--- src/rtl/sdram_arbiter.sv ---
// rtl/sdram_arbiter.sv - two-port Avalon-MM arbiter onto one SDRAM master with in-order read return routing
// Optional feature macro: SDRAM_ARB_ROUND_ROBIN_EN (round-robin on contention; default is fixed priority, port 0 first)
module sdram_arbiter #(
  parameter int ADDR_W          = 24,
  parameter int DATA_W          = 32,
  parameter int MAX_OUTSTANDING = 8
) (
  input  logic                  clk_clk,
  input  logic                  reset_reset_n,
  input  logic [ADDR_W-1:0]     p0_address,
  input  logic                  p0_read,
  input  logic                  p0_write,
  input  logic [DATA_W-1:0]     p0_writedata,
  input  logic [DATA_W/8-1:0]   p0_byteenable,
  output logic                  p0_waitrequest,
  output logic [DATA_W-1:0]     p0_readdata,
  output logic                  p0_readdatavalid,
  input  logic [ADDR_W-1:0]     p1_address,
  input  logic                  p1_read,
  input  logic                  p1_write,
  input  logic [DATA_W-1:0]     p1_writedata,
  input  logic [DATA_W/8-1:0]   p1_byteenable,
  output logic                  p1_waitrequest,
  output logic [DATA_W-1:0]     p1_readdata,
  output logic                  p1_readdatavalid,
  output logic [ADDR_W-1:0]     m_address,
  output logic                  m_read,
  output logic                  m_write,
  output logic [DATA_W-1:0]     m_writedata,
  output logic [DATA_W/8-1:0]   m_byteenable,
  input  logic                  m_waitrequest,
  input  logic [DATA_W-1:0]     m_readdata,
  input  logic                  m_readdatavalid,
  output logic                  arb_error
);

  localparam int BE_W  = DATA_W / 8;
  localparam int PTR_W = (MAX_OUTSTANDING > 1) ? $clog2(MAX_OUTSTANDING) : 1;
  localparam int CNT_W = PTR_W + 1;

  typedef enum logic {IDLE = 1'b0, ISSUE = 1'b1} state_t;

  state_t              state_q;
  logic                owner_q;
  logic [ADDR_W-1:0]   m_address_q;
  logic                m_read_q;
  logic                m_write_q;
  logic [DATA_W-1:0]   m_writedata_q;
  logic [BE_W-1:0]     m_byteenable_q;

  // Read-owner tag FIFO: one entry per read accepted by the controller
  logic                tag_q [MAX_OUTSTANDING];
  logic [PTR_W-1:0]    wr_ptr_q;
  logic [PTR_W-1:0]    rd_ptr_q;
  logic [CNT_W-1:0]    count_q;
  logic [CNT_W-1:0]    count_d;
  logic                arb_error_q;

`ifdef SDRAM_ARB_ROUND_ROBIN_EN
  logic                last_q;
`endif

  logic fifo_full;
  logic fifo_empty;
  logic elig0;
  logic elig1;
  logic grant_d;
  logic accept;
  logic push;
  logic pop;
  logic head;

  assign fifo_full  = (count_q == CNT_W'(MAX_OUTSTANDING));
  assign fifo_empty = (count_q == '0);

  // Writes never need a tag slot, so only reads are throttled by a full FIFO
  assign elig0 = p0_write | (p0_read & ~fifo_full);
  assign elig1 = p1_write | (p1_read & ~fifo_full);

  // Acceptance is suppressed during reset so an aborted command is never acknowledged
  assign accept = reset_reset_n & (state_q == ISSUE) & ~m_waitrequest;
  assign push   = accept & m_read_q;
  assign pop    = m_readdatavalid & ~fifo_empty;
  assign head   = tag_q[rd_ptr_q];

  // Winner selection among eligible requesters
  always_comb begin
    grant_d = 1'b0;
    if (elig0 && elig1) begin
`ifdef SDRAM_ARB_ROUND_ROBIN_EN
      grant_d = ~last_q;
`else
      grant_d = 1'b0;
`endif
    end else if (elig1) begin
      grant_d = 1'b1;
    end
  end

  // Tag count next state: simultaneous push and pop cancel out
  always_comb begin
    count_d = count_q;
    case ({push, pop})
      2'b10:   count_d = count_q + CNT_W'(1);
      2'b01:   count_d = count_q - CNT_W'(1);
      default: count_d = count_q;
    endcase
  end

  // Command FSM: capture the winner in IDLE, hold it on m_* until the controller accepts
  always_ff @(posedge clk_clk) begin
    if (!reset_reset_n) begin
      state_q        <= IDLE;
      owner_q        <= 1'b0;
      m_address_q    <= '0;
      m_read_q       <= 1'b0;
      m_write_q      <= 1'b0;
      m_writedata_q  <= '0;
      m_byteenable_q <= '0;
    end else begin
      case (state_q)
        IDLE: begin
          if (elig0 || elig1) begin
            owner_q        <= grant_d;
            m_address_q    <= grant_d ? p1_address    : p0_address;
            m_read_q       <= grant_d ? p1_read       : p0_read;
            m_write_q      <= grant_d ? p1_write      : p0_write;
            m_writedata_q  <= grant_d ? p1_writedata  : p0_writedata;
            m_byteenable_q <= grant_d ? p1_byteenable : p0_byteenable;
            state_q        <= ISSUE;
          end
        end
        ISSUE: begin
          if (!m_waitrequest) begin
            m_read_q  <= 1'b0;
            m_write_q <= 1'b0;
            state_q   <= IDLE;
          end
        end
        default: state_q <= IDLE;
      endcase
    end
  end

  // Tag FIFO pointers and storage; reset discards all outstanding tags
  always_ff @(posedge clk_clk) begin
    if (!reset_reset_n) begin
      wr_ptr_q <= '0;
      rd_ptr_q <= '0;
      count_q  <= '0;
    end else begin
      if (push) begin
        tag_q[wr_ptr_q] <= owner_q;
        wr_ptr_q        <= wr_ptr_q + PTR_W'(1);
      end
      if (pop) begin
        rd_ptr_q <= rd_ptr_q + PTR_W'(1);
      end
      count_q <= count_d;
    end
  end

  // Sticky error: a read return arrived with no read outstanding
  always_ff @(posedge clk_clk) begin
    if (!reset_reset_n) begin
      arb_error_q <= 1'b0;
    end else if (m_readdatavalid && fifo_empty) begin
      arb_error_q <= 1'b1;
    end
  end

`ifdef SDRAM_ARB_ROUND_ROBIN_EN
  // Last-grant pointer, starts at port 1 so port 0 wins the first contention
  always_ff @(posedge clk_clk) begin
    if (!reset_reset_n) begin
      last_q <= 1'b1;
    end else if (accept) begin
      last_q <= owner_q;
    end
  end
`endif

  assign m_address    = m_address_q;
  assign m_read       = m_read_q;
  assign m_write      = m_write_q;
  assign m_writedata  = m_writedata_q;
  assign m_byteenable = m_byteenable_q;

  assign p0_waitrequest = ~(accept & ~owner_q);
  assign p1_waitrequest = ~(accept &  owner_q);

  assign p0_readdata      = m_readdata;
  assign p1_readdata      = m_readdata;
  assign p0_readdatavalid = reset_reset_n & pop & ~head;
  assign p1_readdatavalid = reset_reset_n & pop &  head;

  assign arb_error = arb_error_q;

endmodule

--- config.mk ---
export PLATFORM = sky130hd
export DESIGN_NAME = sdram_arbiter
export DESIGN_NICKNAME = d
export VERILOG_FILES = /design/src/rtl/sdram_arbiter.sv
export SDC_FILE = /design/constraint.sdc
export NUM_CORES = 1
export LEC_CHECK = 0
export CAP_MARGIN = 40
export CORE_UTILIZATION = 40
export CTS_BUF_LIST = sky130_fd_sc_hd__clkbuf_4 sky130_fd_sc_hd__clkbuf_8
export DETAILED_ROUTE_END_ITERATION = 6
export PLACE_DENSITY_LB_ADDON = 0.12
export SETUP_SLACK_MARGIN = 0.1
export SLEW_MARGIN = 40
export SYNTH_ARGS = -nofsm -noshare
export SYNTH_HDL_FRONTEND = slang
export SYNTH_SLANG_ARGS = --single-unit
export TNS_END_PERCENT = 30
--- constraint.sdc ---
create_clock -name clk_clk -period 3.5 [get_ports clk_clk]
set_clock_uncertainty 0.2 [all_clocks]
set_input_delay 0.35 -clock clk_clk [delete_from_list [all_inputs] [get_ports clk_clk]]
set_output_delay 0.35 -clock clk_clk [all_outputs]
set_load 0.005 [all_outputs]
After elaboration in Yosys (flattened, before gate mapping)
Memory sizes are Yosys's and may differ from the RTL's. A register that Yosys moved wholly into a read port is not among the register bits.
Cells that the tools add are included.
{"block": "word_totals", "regBits": 75, "ramBits": 8, "inputBits": 160, "out_inout_bits": 131, "word_cells": 70, "n_memories": 1}
{"block": "classes", "add_sub_neg": 4, "n_eq_ne": 5, "mux": 21, "n_bitwise": 21, "n_reduce_logical": 7}
{"memory": "tag_q", "words": 8, "width": 1, "read_ports": 1, "rd_ports_with_merged_regs": 1, "wr": 1, "line": "52", "rtl": "logic tag_q [MAX_OUTSTANDING];"}
{"op": "$mux 32", "n": 1}
{"op": "$mux 24", "n": 1}
{"op": "$mux 1", "n": 12}
{"op": "$and 1x1->1", "n": 11}
{"op": "$not 1->1", "n": 8}
{"op": "$pmux 4 s2", "n": 1}
{"op": "$add 3x1->3 const B", "n": 2}
{"op": "$mux 3", "n": 2}
{"op": "$pmux 1 s2", "n": 3}
{"op": "$add 4x1->4 const B", "n": 1}
{"op": "$eq 4x4->1 const B", "n": 1}
{"op": "$logic_not 4->1", "n": 1}
{"op": "$mux 4", "n": 1}
{"op": "$ne 2x2->1 const B", "n": 2}
{"op": "$reduce_and 2->1", "n": 2}
{"op": "$sub 4x1->4 const B", "n": 1}
{"op": "$eq 2x1->1 const B", "n": 1}
{"op": "$eq 2x2->1 const B", "n": 1}
{"op": "$logic_and 1x1->1", "n": 2}
{"op": "$or 1x1->1", "n": 2}
{"op": "$reduce_bool 2->1", "n": 1}
{"op": "$logic_or 1x1->1", "n": 1}

Logic depth before layout (Yosys ltp)
{"block": "depth", "ltp_word": 9, "ltp_mapped": 10}

Worst setup path before layout
OpenSTA, ideal clock, no wires.
{"block": "synth_path", "kind": "flip-flop to flip-flop", "startpoint": "reg count_q[1]", "endpoint": "reg count_q[2]", "setup_time_ps": 71, "arrival_time_ps": 2415, "required_time_ps": 3229, "path_slack_ps": 814, "path_stages_with_launch": 10, "path_buffers": 2, "period_less_slack_ps": 2686, "path_cell_list": "dfxtp_1 buf_2 o41a_1 clkbuf_1 ha_1 xor2_1 ha_1 or4bb_1 a31o_2 a21oi_1"}
{"block": "synth_between", "elab_chain_cells": 5, "elab_cells_between_ends": 9, "classes_between": "2 x add/sub; 2 x eq/ne; 1 x mux; 2 x bitwise; 2 x reduce/logical"}
{"element": "start: declaration", "line": "55", "rtl": "logic [CNT_W-1:0] count_q;"}
{"element": "start signal: assignment", "line": "159", "rtl": "count_q <= count_d;"}
{"element": "$logic_not 4->1", "line": "74", "rtl": "assign fifo_empty = (count_q == '0);"}
{"element": "$not 1->1", "line": "83", "rtl": "assign pop = m_readdatavalid & ~fifo_empty;"}
{"element": "$and 1x1->1", "line": "83"}
{"element": "$eq 2x1->1 / $eq 2x2->1 (equally long branches)", "line": "103", "rtl": "case ({push, pop})"}
{"element": "$pmux 4 s2 / $reduce_bool 2->1 (equally long branches)"}
Parallel ways exist; a longest one is shown, timed or not.
A chain may end at the register's enable or synchronous reset.

Final worst setup path
{"block": "layout_path", "startpoint": "reg count_q[0]", "endpoint": "reg count_q[2]"}
Same word-level chain as after synthesis.

==> reports/summary.txt <==
status = completed
layout cell share with drive strength beyond 1 = 0.1534
H-tree depth = 3
Synth Area in Simple Gates = 0.05776
die footprint = 13,730 sq um
Root Driver = clkbuf_8
DIE WIDTH = 117.2 um
placed inst area = 6825 sq um
FFs w/ async S/R, synth = 0
synth warn = 0
grt ovf = 0
Fin. Hold Viols = 0
design area = 7009 sq um
Tcrit/Tclk final = 0.7919
RSZ-0062 raised after global routing = no
flops & latches, synth = 86
initial antenna violation count = 0
TNS Setup = 0 ns
worst slew pin tran = 0.7252 ns
switching power = 0.0007313 W
register share of total power = 0.451
largest family of logic cells by synthesized area = compound AO/OA/AOI/OAI gates
post-synthesis sequential area ratio = 0.3395
Startpoint Class = flip-flop
Mapped Avg Cell Area = 9.411 sq um
GRT busiest layer = met2
starting density of the core = 0.4155
ant diodes = 0
Worst EP arrival = 2.89 ns
top cells by area, synth = dfxtp_1, o211ai_2, o2111ai_1, buf_4, o211ai_1
average wire per standard cell = 20.01 um
Post-Synth Adder-Cell Area = 0.009430
Max Clk Rate = 360.8 MHz
initial drt markers = 265
Yosys cell types = 45
Boundary Pins = 291
clock buffer depth = 2
Vias/cell = 5.933
GR Util met2 = 0.3961
number of synthesized flops with an enable pin = 8
Rows = 41
crit path max fanout = 8
Synth Cell Area = 5308 sq um
first-pass GRT wire length = 25,240 um
port bufs = 194
xor-xnor portion of the synthesized cell area = 0.009901
met3 Track Usage GR = 0.07570
commonest non-fill, non-tap cell in the layout = clkdlybuf4s50_1
PwrDens = 363.4 nW/um^2
top_reg_cell synth = dfxtp_1
Mapped Cells = 564
TritonCTS clock tree = built
drt pass-1 iters = 4
post-CTS setup buffers = 0
WP data required = 3.62 ns
Max-Cap Viols = 0
Net Sw Frac = 0.2870
die height = 117.2 um
Crit Path Category = flip-flop to flip-flop
Worst Setup End Kind = flip-flop
Residual DRC = 0
R2R Setup Slk = 0.73 ns
Skew-Pair Late Insertion Delay = 0.38 ns
# clock sinks = 86
Core ar. = 12,770 sq um
DP HPWL = 10,660 um
area leader, netlist = dfxtp_1
max_slew headroom = 0.5165
post-CTS sizing = 0
Peak VDD IR = 0.2875 mV
global routing usage on met1 = 0.2788
Int Pwr = 0.001816 W
Final setup viols = 0
CTS buffer count = 9
remaining antenna violation count = 0
top cell type's share of synthesized area = 0.2942
post-layout min period = 2.772 ns
total track usage = 0.2415
Hold-fix buffers, CTS = 0
syn nets = 728
Pleak = 2.442 nW
final RePlAce weighted congestion = 0.7380
routed vias = 4,889
Clk network pwr share = 0.275
DRT Wirelength = 16,490 um
vias in the first global route = 4,941
worst hold-check path type = input pin to flip-flop
Combinational Power Share = 0.274
Area Growth Syn to Fin = 32.06%
largest net degree at the start of global routing = 101
complex-gate fraction of the synthesized area = 0.4111
multiplexer share of the synthesized area = 0.01414
count of pins over their slew limit = 0
CTS clk-pin slew, worst paths = 0.09 ns
most frequent cells in the layout = clkdlybuf4s50_1, dfxtp_1, o21ai_0, o211ai_1
nets = 811
-- flip-flops by register name, summed over array words and instances (netlist names), named ones only --
name	cells
wr_ptr_q	3
state_q	1
rd_ptr_q	3
m_byteenable	4
m_read	1
owner_q	1
count_q	4
m_writedata	32
tag_q	8
m_write	1
arb_error	1
m_address	24
-- power by group through the flow --
stage	sequential, W	clock (W)	combinational (W)
floorplan	0.00117	0	0.000346
global placement	0.00117	0	0.000694
detailed placement	0.00117	0	0.000698
CTS	0.00115	0.000729	0.000702
global route	0.00116	0.000758	0.000749
finish	0.00115	0.000700	0.000698
-- worst paths after layout --
path | from | to | cells after the start
max | count_q[0] | count_q[2] | 7
min | reset_reset_n | m_writedata[30] | 3
max reg2reg | count_q[0] | count_q[2] | 7
min reg2reg | arb_error | arb_error | 2
-- cell families (layout without fill, tap and decap cells) --
logic type	count (synthesis)	after routing
and+or+nand+nor	58	58
adders and majority gates	4	4
AOI/OAI and AO/OA	263	263
muxes	5	5
buffers and inverters	142	230
DFF	86	86
xor gates and xnor gates	6	6
-- critical path, stage by stage (launching register included) --
cell     delay (ns)
dfxtp_1        0.39
o41a_1         0.56
ha_1           0.32
xor2_1         0.17
ha_1           0.22
or4bb_1        0.50
a31o_2         0.22
a21oi_1        0.12
-- routing by layer --
layer	vias up	wire length, um
met3	67	1180
li1	2314	-
met2	168	7906
met4	0	628
met1	2340	6774
met5	-	0
-- synth_stat cells (4+ instances only) --
cell type / instances
a21oi_1: 8
buf_1: 7
buf_2: 5
buf_4: 64
buf_6: 8
clkbuf_1: 53
dfxtp_1: 78
edfxtp_1: 8
ha_1: 4
inv_1: 5
nand2_1: 8
nand2b_1: 6
nand3_1: 4
nor2_1: 22
o2111ai_1: 60
o211ai_1: 62
o211ai_2: 60
o21ai_0: 63
xor2_1: 4
-- stage by stage --
| step | total power (W) | hold slack (ns) | worst slack (ns) | util | instances |
|---|---|---|---|---|---|
| 2_1_floorplan | 0.001517 | 0.2604 | 0.8140 | - | 564 |
| 3_3_place_gp | 0.001862 | 0.2917 | 0.5833 | 0.5343 | 808 |
| 3_5_place_dp | 0.001868 | 0.2904 | 0.5008 | 0.5343 | 808 |
| 4_1_cts | 0.002582 | 0.2357 | 0.7032 | 0.5487 | 824 |
| 5_1_grt | 0.002668 | 0.2592 | 0.5978 | 0.5487 | 824 |
| 6_report | 0.002547 | 0.2627 | 0.7285 | 0.5487 | 824 |
-- final cells by class --
type | instances | area [sq um]
Clock buffer | 10 | 131.4
Clock inverter | 6 | 52.55
Fill cell | 1143 | 5764
Inverter | 5 | 18.77
Multi-Input combinational cell | 336 | 2689
Sequential cell | 86 | 1803
Tap cell | 172 | 215.2
Timing Repair Buffer | 209 | 2100
Power figures use the tool's default switching activity.
